--- src/rtl/studio2_pkg.sv ---
// Shared types and address-map constants for the Studio II memory arbiter.
package studio2_pkg;

  typedef enum logic [1:0] {OWN_NONE, OWN_CPU, OWN_DMA} owner_t;
  typedef enum logic {ST_RUN, ST_LOAD} state_t;

  localparam logic [11:0] RAM_LO     = 12'h800;
  localparam logic [11:0] RAM_HI     = 12'h9FF;
  localparam int          MIRROR_BIT = 10;

  typedef struct packed {
    logic [11:0] addr;
    logic        we;
    logic [7:0]  wdata;
  } mem_cmd_t;

endpackage

--- src/rtl/studio2_addr_decode.sv ---
// CPU address decode: folds the 0xC00-0xDFF mirror onto RAM and flags
// writable and open-bus addresses.
module studio2_addr_decode
  import studio2_pkg::*;
(
  input  logic [15:0] addr,
  output logic [11:0] mapped,
  output logic        write_ok,
  output logic        open_bus
);

  always_comb begin
    mapped = addr[11:0];
    if (addr[11:9] == 3'b110) mapped[MIRROR_BIT] = 1'b0;
    write_ok = (mapped >= RAM_LO) && (mapped <= RAM_HI);
    open_bus = |addr[15:12];
  end

endmodule

--- src/rtl/studio2_mem_arbiter.sv ---
// Single-port RAM arbiter: loader writes during download, otherwise DMA/CPU
// arbitration with DMA burst limiting and a two-stage read-return pipeline.
module studio2_mem_arbiter
  import studio2_pkg::*;
#(
  parameter int          DMA_BURST_MAX = 8,
  parameter logic [11:0] CART_BASE     = 12'h400
) (
  input  logic        clk_sys,
  input  logic        reset_n,
  input  logic        ld_active,
  input  logic        ld_wr,
  input  logic [7:0]  ld_index,
  input  logic [11:0] ld_addr,
  input  logic [7:0]  ld_data,
  input  logic        cpu_req,
  input  logic        cpu_we,
  input  logic [15:0] cpu_addr,
  input  logic [7:0]  cpu_wdata,
  output logic        cpu_gnt,
  output logic        cpu_rvalid,
  output logic [7:0]  cpu_rdata,
  input  logic        dma_req,
  input  logic [11:0] dma_addr,
  output logic        dma_gnt,
  output logic        dma_rvalid,
  output logic [7:0]  dma_rdata,
  output logic [11:0] mem_addr,
  output logic        mem_we,
  output logic [7:0]  mem_wdata,
  input  logic [7:0]  mem_rdata,
  output logic        wp_err
);

  localparam int BW = $clog2(DMA_BURST_MAX + 1);

  state_t         state, state_nxt;
  logic [BW-1:0]  burst_cnt;
  logic           burst_full, run_ok;
  logic [11:0]    dec_addr;
  logic           dec_wok, dec_open;
  mem_cmd_t       cmd;
  owner_t         cmd_tag;
  logic           cmd_open, cmd_wp;
  owner_t         tag_pipe [1:2];
  logic [2:1]     open_pipe;

  studio2_addr_decode u_dec (
    .addr     (cpu_addr),
    .mapped   (dec_addr),
    .write_ok (dec_wok),
    .open_bus (dec_open)
  );

  always_ff @(posedge clk_sys or negedge reset_n)
    if (!reset_n) state <= ST_RUN;
    else          state <= state_nxt;

  always_comb begin
    state_nxt = ld_active ? ST_LOAD : ST_RUN;
  end

  // Grants only while settled in RUN; the first ld_active cycle already blocks.
  always_comb begin
    burst_full = (burst_cnt == BW'(DMA_BURST_MAX));
    run_ok     = reset_n && (state == ST_RUN) && !ld_active;
    dma_gnt    = run_ok && dma_req && !(cpu_req && burst_full);
    cpu_gnt    = run_ok && cpu_req && !dma_gnt;
  end

  always_comb begin
    cmd      = '{addr: mem_addr, we: 1'b0, wdata: mem_wdata};
    cmd_tag  = OWN_NONE;
    cmd_open = 1'b0;
    cmd_wp   = 1'b0;
    if (ld_active && ld_wr) begin
      cmd.we    = 1'b1;
      cmd.addr  = ld_addr + ((ld_index != 8'd0) ? CART_BASE : 12'h000);
      cmd.wdata = ld_data;
    end else if (dma_gnt) begin
      cmd.addr = dma_addr;
      cmd_tag  = OWN_DMA;
    end else if (cpu_gnt) begin
      cmd.addr = dec_addr;
      if (cpu_we) begin
        cmd.we = dec_wok;
        cmd_wp = !dec_wok;
        if (dec_wok) cmd.wdata = cpu_wdata;
      end else begin
        cmd_tag  = OWN_CPU;
        cmd_open = dec_open;
      end
    end
  end

  always_ff @(posedge clk_sys or negedge reset_n) begin
    if (!reset_n) begin
      burst_cnt <= '0;
      mem_addr  <= '0;
      mem_we    <= 1'b0;
      mem_wdata <= '0;
      wp_err    <= 1'b0;
      tag_pipe  <= '{OWN_NONE, OWN_NONE};
      open_pipe <= '0;
    end else begin
      if (cpu_gnt || !cpu_req)          burst_cnt <= '0;
      else if (dma_gnt && !burst_full)  burst_cnt <= burst_cnt + 1'b1;
      mem_addr     <= cmd.addr;
      mem_we       <= cmd.we;
      mem_wdata    <= cmd.wdata;
      wp_err       <= cmd_wp;
      // Read tags advance regardless of state so reads outlive a LOAD entry.
      tag_pipe[1]  <= cmd_tag;
      tag_pipe[2]  <= tag_pipe[1];
      open_pipe[1] <= cmd_open;
      open_pipe[2] <= open_pipe[1];
    end
  end

  // RAM data arrives in the third cycle, so the return path is a mux, not a flop.
  always_comb begin
    cpu_rvalid = (tag_pipe[2] == OWN_CPU);
    dma_rvalid = (tag_pipe[2] == OWN_DMA);
    cpu_rdata  = cpu_rvalid ? (open_pipe[2] ? 8'hFF : mem_rdata) : 8'h00;
    dma_rdata  = dma_rvalid ? mem_rdata : 8'h00;
  end

endmodule

--- config.mk ---
export PLATFORM = sky130hd
export DESIGN_NAME = studio2_mem_arbiter
export DESIGN_NICKNAME = d
export VERILOG_FILES = /design/src/rtl/studio2_pkg.sv /design/src/rtl/studio2_addr_decode.sv /design/src/rtl/studio2_mem_arbiter.sv
export SDC_FILE = /design/constraint.sdc
export NUM_CORES = 1
export LEC_CHECK = 0
export CAP_MARGIN = 40
export CELL_PAD_IN_SITES_DETAIL_PLACEMENT = 0
export CELL_PAD_IN_SITES_GLOBAL_PLACEMENT = 1
export CORE_ASPECT_RATIO = 0.5
export CORE_MARGIN = 3
export CORE_UTILIZATION = 23
export DETAILED_ROUTE_END_ITERATION = 6
export HOLD_SLACK_MARGIN = 0.05
export PLACE_DENSITY_LB_ADDON = 0.05
export SLEW_MARGIN = 20
export SYNTH_ARGS = -nofsm -noshare
export SYNTH_HDL_FRONTEND = slang
export SYNTH_HIERARCHICAL = 1
export SYNTH_SLANG_ARGS = --single-unit
--- constraint.sdc ---
create_clock -name clk_sys -period 1.6 [get_ports clk_sys]
set_input_delay 0.4 -clock clk_sys [delete_from_list [all_inputs] [get_ports clk_sys]]
set_output_delay 0.4 -clock clk_sys [all_outputs]
set_load 0.01 [all_outputs]
==> flow_summary.toml <==
[status]
outcome = "complete, but fails checks"
violations = "setup timing"

[floorplanning]
die_area_um2 = 9290
rows = 22
start_util = 0.245
core_area_um2 = 7600
die_w_um = 133
pin_count = 121
fp.dieH_um = 69.7

[route]
vias = 1974
wl_met2_mm = 2.98
m1WireLength_mm = 2.99
dr.pass1.iters = 4
wl_met3_um = 596
drt-vias-per-instance = 4.34
highest-signal-layer = "met4"
drc = 0
wl_per_cell_um = 14.5
routed_wl_mm = 6.58
postRouteAntennaNets = 0
drt_iter0_drc = 39

[sta]
hold_slack_ps = 234
tightest_slew_ps = 456
finClkSkew_ps = 4.14
finalSetupViolations = 21
rsz0062_at_grt = "yes"
relSlewSlack = 0.696
fin_ws_ps = -238
drv_slew = 0
min_period_over_period = 1.15
hold_viol_final = 0
finalCriticalPeriod_ps = 1840
fmax_ghz = 0.544

[yosys]
syn_area_per_cell_um2 = 9.05
synth_warnings = 6
synth-seq-cells = 33
synth.area.top_cells = "dfrtp_1 (44%), a2bb2oi_1 (10%), a21oi_1 (7.0%)"
ys_types = 34
syn-num-nets = 288
netlist_area_um2 = 1860
syn_inst = 206
synth_top_cell_area_share = 0.443
synth.largest_area_cell = "dfrtp_1"
seq_area_frac_synth = 0.443

[pwr]
pwr-share-comb = 0.249
ir_drop_mv = 0.434
p_clk_frac = 0.404
power_frac_seq = 0.347
swShare = 0.229
p_int_mw = 2.14
netSwitchingPower_mw = 0.635
p_per_area_nw_per_um2 = 763
p_leak_nw = 1.74

[clocking]
htree_levels = 2
cts_buffers = 5
clock_sinks = 33
cts_tree = "done"
root_buffer = "clkbuf_16"
clkTransAtPathRegs_ps = 50
clk_path_buf_depth = 2
clock_latency_ps = 270
cts_hold_repair.buffers = 0

[setup_path]
max_stage_delay_ps = 370
worstSetupStartpoint = "burst_cnt[1]$_DFFE_PN0P_"
worstPathMaxFanout = 3
ff2ff_setup_slack_ps = -220
end_kind = "output pin"
arrival_ps = 1440
worstRegToRegCells = 8
start_kind = "register"
r2r_end = "mem_wdata[7]$_DFFE_PN0P_"
r2r_start = "burst_cnt[1]$_DFFE_PN0P_"
worstPathRequired_ps = 1200
crit_type = "reg -> out"
crit_slowest_cell = "dfrtp_1"
crit_chain = "inv_1 -> ha_2 -> nand3b_1 -> nand2_1 -> nand3_2 -> inv_2 -> buf_6"

[layout]
area_delta_synth_final_pct = 95.2
diodes = 0
final_cell_area_um2 = 3640
nNetsFinal = 428
drive_gt1_frac = 0.254

[place]
place_area_um2 = 3320
port_buffers = 120
place_hpwl_mm = 4.84
place.gp.congestion = 0.742
post-place-ws_ps = -726

[global_routing]
grt_max_degree = 34
antenna_found_initial = 0
overflow = 0
grtUsageTotal = 0.138
grt_pass1_wl_mm = 10.4
first_global_vias = 2052

[job]
maxCapViolCount = 0

[worst_hold_path]
holdCritPathClass = "in -> async"
==> sequential cells by signal (all words and copies together), names as in the netlist <==
name	count
state	1
burst_cnt	4
tag_pipe	4
mem_we	1
mem_addr	12
wp_err	1
open_pipe	2
mem_wdata	8
==> power by group through the flow <==
stage / clock network, mW / registers (mW) / logic [mW]
finish: 1.12 / 0.963 / 0.691
global route: 1.18 / 0.974 / 0.747
CTS: 1.15 / 0.964 / 0.681
detailed placement: 0 / 0.975 / 0.687
global placement: 0 / 0.977 / 0.681
floorplan: 0 / 1.01 / 0.197
==> per-stage QoR <==
step                instances  utilization  setup TNS (ps)  power (mW)
floorplan                 206            -            -429        1.21
global placement          439        0.437          -19560        1.66
detailed placement        439        0.437          -20110        1.66
CTS                       452        0.456           -2320        2.80
global route              455        0.479           -3870        2.90
finish                    455        0.479           -2570        2.78
==> cells by family (layout without fill, tap and decap cells) <==
group | count (synthesis) | in the layout | synth area share
simple gates | 78 | 78 | 0.205
buf+inv | 30 | 171 | 0.0899
xor+xnor | 1 | 1 | 0.00470
flops | 33 | 33 | 0.443
mux | 8 | 8 | 0.0430
fa+ha+maj | 3 | 3 | 0.0201
compound gates | 53 | 53 | 0.194
==> cell usage in the layout (no fill, tap or decap), types with 9 or more instances in the layout <==
master	count
clkdlybuf4s50_1	78
dfrtp_1	33
buf_4	28
nor2_1	26
a21oi_1	23
nand2_1	22
a2bb2oi_1	19
buf_2	16
dlymetal6s2s_1	13
buf_6	9
==> per-layer routing <==
layer / vias to the layer above / track usage
met3: 5 / 0.0580
met1: 904 / 0.173
met5: - / 0
met4: 0 / 0.0171
li1: 989 / -
met2: 76 / 0.230
==> synthesized netlist by cell type, drive strengths merged <==
cell	n
or3b	1
o21ai	2
ha	3
nor2b	4
xnor2	1
a2111o	1
clkbuf	9
nor3b	3
nand3	2
a2111oi	1
and3b	1
dfrtp	33
or3	1
or4	2
or2	1
nand4	1
a2bb2oi	22
and3	1
nand2	22
inv	6
nor2	26
nor4	2
buf	15
and2	8
nand4bb	1
a21oi	26
mux2i	8
nand2b	1
nand3b	1
a32oi	1
==> how the worst max path moves through the flow <==
stage          depth (start not counted)                       end
2_1_floorplan                          6  mem_wdata[0]$_DFFE_PN0P_
3_3_place_gp                           4                   dma_gnt
3_5_place_dp                           7  mem_wdata[3]$_DFFE_PN0P_
4_1_cts                                8  mem_wdata[3]$_DFFE_PN0P_
5_1_grt                                8  mem_wdata[4]$_DFFE_PN0P_
6_report                               7                   cpu_gnt
==> worst max-delay path: cells and delay by family, from the launching register on <==
family	cells	cell delay [ps]
flops	1	370
simple gates	3	340
buf+inv	3	280
fa+ha+maj	1	180
==> final cells by class <==
cell class	instances	area (µm²)
fillers	741	3960
well taps	108	135
clock inverters	1	30.0
repair buffers	157	1490
inverters	6	22.5
clock buffers	7	143
multi-input cells	143	992
flip-flops and latches	33	826
==> what timing repair did <==
action / in CTS / in global routing
cloned: 1 / 1
endpoints found under the setup margin: 44 / 42
gates resized for setup: 98 / 41
buffers inserted: 4 / 2
pin swaps: 17 / 9
hold endpoints to repair: 0 / 0
No activity file was read; power rests on OpenSTA's default activity.
